===== src/rtl/alu_share_arbiter.sv =====
// alu_share_arbiter
//   Round-robin sequencer that time-shares one external combinational ALU
//   between two requesters. It accepts one operation at a time, latches the
//   operands, drives the ALU for a single cycle, registers the result and
//   presents it on a valid/ready response port tagged with the requester id.
//
//   state | meaning
//   ------+------------------------------------------------------------
//   IDLE  | waiting for a request; grant and accept happen here
//   EXEC  | latched operands on alu_a/b/op, result captured at the edge
//   HOLD  | rsp_valid high, waiting for rsp_ready
//
// Ports
//   clk, rst_n                 clock (rising edge), async active-low reset
//   reqN_valid/ready/a/b/op    requester N operation and accept strobe
//   alu_a/alu_b/alu_op, alu_z  shared ALU operands out, result in
//   rsp_valid/ready/data/id    registered result and its requester id
module alu_share_arbiter #(
  parameter int WIDTH = 16,
  parameter int OPW   = 3
) (
  input  logic             clk,
  input  logic             rst_n,
  input  logic             req0_valid,
  output logic             req0_ready,
  input  logic [WIDTH-1:0] req0_a,
  input  logic [WIDTH-1:0] req0_b,
  input  logic [OPW-1:0]   req0_op,
  input  logic             req1_valid,
  output logic             req1_ready,
  input  logic [WIDTH-1:0] req1_a,
  input  logic [WIDTH-1:0] req1_b,
  input  logic [OPW-1:0]   req1_op,
  output logic [WIDTH-1:0] alu_a,
  output logic [WIDTH-1:0] alu_b,
  output logic [OPW-1:0]   alu_op,
  input  logic [WIDTH-1:0] alu_z,
  output logic             rsp_valid,
  input  logic             rsp_ready,
  output logic [WIDTH-1:0] rsp_data,
  output logic             rsp_id
);

  localparam logic [1:0] ST_IDLE = 2'd0;
  localparam logic [1:0] ST_EXEC = 2'd1;
  localparam logic [1:0] ST_HOLD = 2'd2;

  logic [1:0]       state_q, state_d;
  logic             last_id_q, last_id_d;
  logic             id_q, id_d;
  logic [WIDTH-1:0] a_q, a_d;
  logic [WIDTH-1:0] b_q, b_d;
  logic [OPW-1:0]   op_q, op_d;
  logic [WIDTH-1:0] rsp_data_q, rsp_data_d;

  logic grant_id;
  logic accept;

  // On a tie the requester not served last wins; otherwise whichever is
  // valid. The value is only meaningful when accept is high.
  assign grant_id = (req0_valid && req1_valid) ? ~last_id_q : ~req0_valid;
  assign accept   = (state_q == ST_IDLE) && (req0_valid || req1_valid);

  always_comb begin
    state_d    = state_q;
    last_id_d  = last_id_q;
    id_d       = id_q;
    a_d        = a_q;
    b_d        = b_q;
    op_d       = op_q;
    rsp_data_d = rsp_data_q;
    case (state_q)
      ST_IDLE: begin
        if (accept) begin
          state_d   = ST_EXEC;
          last_id_d = grant_id;
          id_d      = grant_id;
          a_d       = grant_id ? req1_a  : req0_a;
          b_d       = grant_id ? req1_b  : req0_b;
          op_d      = grant_id ? req1_op : req0_op;
        end
      end
      ST_EXEC: begin
        rsp_data_d = alu_z;
        state_d    = ST_HOLD;
      end
      ST_HOLD: begin
        if (rsp_ready) begin
          state_d = ST_IDLE;
        end
      end
      default: begin
        state_d = ST_IDLE;
      end
    endcase
  end

  always_ff @(posedge clk or negedge rst_n) begin
    if (!rst_n) begin
      state_q    <= ST_IDLE;
      last_id_q  <= 1'b1;
      id_q       <= 1'b0;
      a_q        <= '0;
      b_q        <= '0;
      op_q       <= '0;
      rsp_data_q <= '0;
    end else begin
      state_q    <= state_d;
      last_id_q  <= last_id_d;
      id_q       <= id_d;
      a_q        <= a_d;
      b_q        <= b_d;
      op_q       <= op_d;
      rsp_data_q <= rsp_data_d;
    end
  end

  // Ready is gated by rst_n so a held-valid requester sees no grant while
  // the block is being reset (state_q already reads IDLE then).
  assign req0_ready = rst_n && accept && !grant_id;
  assign req1_ready = rst_n && accept &&  grant_id;

  assign alu_a  = (state_q == ST_EXEC) ? a_q  : '0;
  assign alu_b  = (state_q == ST_EXEC) ? b_q  : '0;
  assign alu_op = (state_q == ST_EXEC) ? op_q : '0;

  assign rsp_valid = (state_q == ST_HOLD);
  assign rsp_data  = rsp_data_q;
  assign rsp_id    = id_q;

endmodule


===== config.mk =====
export PLATFORM = sky130hd
export DESIGN_NAME = alu_share_arbiter
export DESIGN_NICKNAME = d
export VERILOG_FILES = /design/src/rtl/alu_share_arbiter.sv
export SDC_FILE = /design/constraint.sdc
export NUM_CORES = 1
export LEC_CHECK = 0
export BUFFER_PORTS_ARGS = -buffer_cell sky130_fd_sc_hd__buf_2
export CAP_MARGIN = 10
export CORE_AREA = 2 2 123 89
export DETAILED_ROUTE_END_ITERATION = 8
export DIE_AREA = 0 0 125 91
export PLACE_DENSITY = 0.61
export RECOVER_POWER = 25
export SLEW_MARGIN = 15
export SYNTH_ARGS = -nofsm -noshare
export SYNTH_HDL_FRONTEND = slang
export SYNTH_SLANG_ARGS = --single-unit

===== constraint.sdc =====
create_clock -name clk -period 1.9 [get_ports clk]
set_input_delay 0.285 -clock clk [delete_from_list [all_inputs] [get_ports clk]]
set_output_delay 0.285 -clock clk [all_outputs]
set_load 0.02 [all_outputs]

; ---- After elaboration in Yosys (flattened, before gate mapping)
; Index checks and enable logic that the tools add are counted.
[totals]
ramBits = 0
in_bits = 91
memories = 0
output_inout_bits = 55
word_cells = 33
rom_bits = 0
latchBits = 0
reg_bits = 55
[op_classes]
eq_ne = 4
div_mod_pow = 0
magnitude_cmp = 0
n_reduce_logical = 10
n_shift = 0
add_sub_neg = 0
mux = 10
bitwise = 2
n_mul = 0
[op_table]
columns = op, count
row1 = 16-bit 2-to-1 mux, 4
row2 = 3-bit 2-to-1 mux, 2
row3 = 2-bit case mux with 3 select lines, 1
row4 = 1-bit logical AND, 5
row5 = 2-bit 2-to-1 mux, 2
row6 = 2-bit AND reduction, 2
row7 = 2-bit by 1-bit equality test with 1-bit output (second input constant), 1
row8 = 2-bit equality test (second input constant), 1
row9 = 2-bit zero test, 1
row10 = 2-bit by 1-bit != test with 1-bit output (second input constant), 1
row11 = 2-bit != test (second input constant), 1
row12 = 1-bit NOT, 2
row13 = 1-bit zero test, 1
row14 = 1-bit logical OR, 1
row15 = 1-bit 2-to-1 mux, 1

; ---- Depth between registers and ports, before layout
[logic_depth]
ltp_word = 4
ltp_mapped = 6
depth_no_buf = 3

; ---- Worst setup path before layout
; Ideal clock, no wire load.
[synth_timing]
path_kind = input-to-output
from = input req0_valid
to = output req0_ready
t_arrival_ns = 1.258
n_path_buf = 3
stages = 6
path_slack_ns = 0.357
t_required_ns = 1.615
cell_sequence = buf_6 or2_1 and2_1 buf_6 buf_6 and3_1
[synth_between]
elab_chain_cells = 4
word_cells_on_any_way = 8
cone_classes = 1 x mux / 1 x bitwise / 6 x reduce/logical
[synth_rtl]
columns = element, line_no
row1 = from (decl), 24  ; input logic req0_valid,
row2 = 1-bit logical AND (tied with other cells), 61  ; assign grant_id = (req0_valid && req1_valid) ? ~last_id_q : ~req0_valid;
row3 = 1-bit 2-to-1 mux or 1-bit logical AND (tied branches), "61, 62"
row4 = 1-bit zero test or 1-bit logical AND (tied branches), 120  ; assign req0_ready = rst_n && accept && !grant_id;
row5 = 1-bit logical AND *, 120
row6 = to (decl), 25  ; output logic req0_ready,
; Mark *: on every way between the ends. The rest lies on a longest branch, timed or not.

; ---- Final worst setup path
[layout_timing]
from = register state_q[0]
to = output alu_a[11]
[layout_between]
elab_chain_cells = 2
[layout_rtl]
columns = element, line_no
row1 = from (decl), 48  ; logic [1:0] state_q, state_d;
row2 = from (signal assigned), 108  ; state_q <= state_d;
row3 = 2-bit by 1-bit equality test with 1-bit output, 123  ; assign alu_a = (state_q == ST_EXEC) ? a_q : '0;
row4 = 16-bit 2-to-1 mux, 123
row5 = to (decl), 34  ; output logic [WIDTH-1:0] alu_a,
; No other way between the ends.

==> out/metrics.cfg <==
[floorplanning]
start_util = 0.276
ios = 146
dieArea_um2 = 11400
coreArea_um2 = 10200
num_rows = 31
die_h_um = 91
floorplan.die.width_um = 125

[setup_path]
rrSetupSlack_ns = 0.48
path_max_fanout = 30
critPathMaxStageDelay_ns = 0.41
cp_data_required_time_ns = 1.62
crit_path_end_kind = primary output
path_cells = nor2b_4, buf_12, and2_1, buf_2
cp_num_buf_inv = 2
cpMaxStageDelayCell = dfrtp_1
critPathArrivalTime_ns = 1.47
startpoint_type = flop
path_delay_family = flip-flops
crit_type = reg -> out

[grt]
grt_pass1_wl_mm = 13.9
grt-ovfl-total = 0
grt_pass1_vias = 2700
grtUsageTotal = 0.149
grt_max_degree = 56
grt_antenna_before_repair = 1

[cells_and_area]
post-route-cell-area_um2 = 3780
finalCoreUtilization = 0.372
final_cell_mix = 144 x buf_2, 54 x dfrtp_1, 39 x a21oi_1
multi_input_area_um2 = 1250
stdcell_count = 559
nNetsFinal = 518
diodes = 0
syn_to_final_growth_pct = 35.0
layout_commonest_cell = buf_2
seq_area_um2 = 1380
layout-drive-gt1-share = 0.426
n_fill_cell = 1062

[drt]
dr_wl_met3_um = 590
drt-pass1-iter-count = 4
dr.max_layer_used = met5
drt-initial-drc-count = 99
remaining_drc_errors = 0
wl_per_cell_um = 15.2
wl_met2_mm = 3.92
drt_wl_total_mm = 8.49
num_vias = 2682
postRouteAntennaNets = 0
vias_per_cell = 4.80
wl_met1_mm = 3.92

[cts]
cts.path.max_buffers = 2
numCtsBuffers = 5
cts_tree = yes
postCtsHoldBufs = 0
cts-root-buf = clkbuf_16
cts_sinks = 55
path_clk_slew_ns = 0.07
htree_levels = 2
clkLatencyLatePin_ns = 0.28
ctsResizeCount = 0
cts_setup_buffers = 1

[timing]
finalHoldViolations = 0
finalCritPeriodShare = 0.922
rsz0062_at_grt = false
setup_viol = 0
finalClockSkew_ns = 0.00399
setup_tns_ns = 0
drv_slew = 0
tightestPinTransition_ns = 1.35
fmax_mhz = 571
slew_headroom = 0.0972
min_period_ns = 1.75

[synthesis]
yosys.area.top_type = dfrtp_1
syn-num-nets = 388
ys.warnings.count = 0
ys_seq_area_frac = 0.492
netlist_area_um2 = 2800
synth_top_cell_area_share = 0.482
syn_area_per_cell_um2 = 9.43
yosys_register_bits = 55
synthCells = 297
ys_top_cells_by_area = dfrtp_1 48%, and2_1 8.0%, a31oi_1 7.8%
synth.distinct_cells = 20

[placement]
port-buffer-count = 145
dp_cells = 551
dpl.hpwl_mm = 5.91
place_congestion = 0.803
place_area_um2 = 3620

[worst_hold_path]
hp-class = in -> reg

[outcome]
status = finished, final reports clean

[job]
max-cap-violations = 0

[power_and_ir_drop]
fin_total_pwr_uw = 6240
leakage_uw = 0.00179
ir_worst_vdd_mv = 0.439
p_per_area_nw_per_um2 = 1650

[report_power, final]
group	switching, uW	internal [uW]
clock network	380	615
logic	1900	1250
registers	312	1780
total	2590	3640
[path summary, 6_finish.rpt]
check | startpoint | end | cells after the start
max | state_q[0]$_DFFE_PN0P_ | alu_a[11] | 4
min | alu_z[5] | rsp_data[5]$_DFFE_PN0N_ | 2
max reg2reg | state_q[1]$_DFFE_PN0P_ | b_q[7]$_DFFE_PN0P_ | 4
min reg2reg | rsp_data[7]$_DFFE_PN0N_ | rsp_data[7]$_DFFE_PN0N_ | 1
max in group asynchronous | rst_n | op_q[1]$_DFFE_PN0P_ | 2
min in group asynchronous | rst_n | a_q[3]$_DFFE_PN0P_ | 2
[flip-flops by register name, indices dropped and copies added (netlist names)]
name,cells
b_q,16
rsp_data,16
state_q,2
a_q,16
last_id_q,1
rsp_id,1
op_q,3
[Yosys cell counts]
| cell | instances |
|---|---|
| a21o_1 | 1 |
| a21oi_1 | 39 |
| a31oi_1 | 35 |
| and2_1 | 36 |
| and3_1 | 1 |
| and3b_1 | 1 |
| buf_2 | 10 |
| buf_6 | 6 |
| clkbuf_1 | 18 |
| dfrtp_1 | 54 |
| dfstp_2 | 1 |
| inv_1 | 2 |
| mux2_2 | 16 |
| nand2b_1 | 1 |
| nand3_1 | 35 |
| nor2_1 | 2 |
| nor2b_1 | 3 |
| o21ai_0 | 33 |
| o21ai_1 | 2 |
| or2_1 | 1 |
[cells by family (layout without fill, tap and decap cells)]
logic type,Yosys count,count (layout),share of synthesized area
AO/OA/AOI/OAI,110,110,0.213
AND/OR/NAND/NOR,80,80,0.162
flip-flops,55,55,0.492
buffers and inverters,36,166,0.0688
multiplexers,16,16,0.0643
[final cells by class]
class                   instances  share of cell area
multi-input cells             206               0.330
well taps                     132              0.0437
clock buffers                   6              0.0341
flip-flops and latches         55               0.364
inverters                       2             0.00198
clock inverters                 1             0.00794
repair buffers                157               0.218
[through the flow]
stage	setup WS, ns	hold slack, ns
floorplan	0.357	-0.0106
global placement	0.355	0.484
detailed placement	0.321	0.493
CTS	0.124	0.221
global route	0.0665	0.217
finish	0.149	0.229
[metal layers]
layer  up-vias  global-route usage
li1       1322                   -
met1      1247               0.198
met2       105               0.246
met3         6              0.0401
met4         2              0.0287
met5         -                   0
Note: power is estimated with default switching activity, not from simulation.
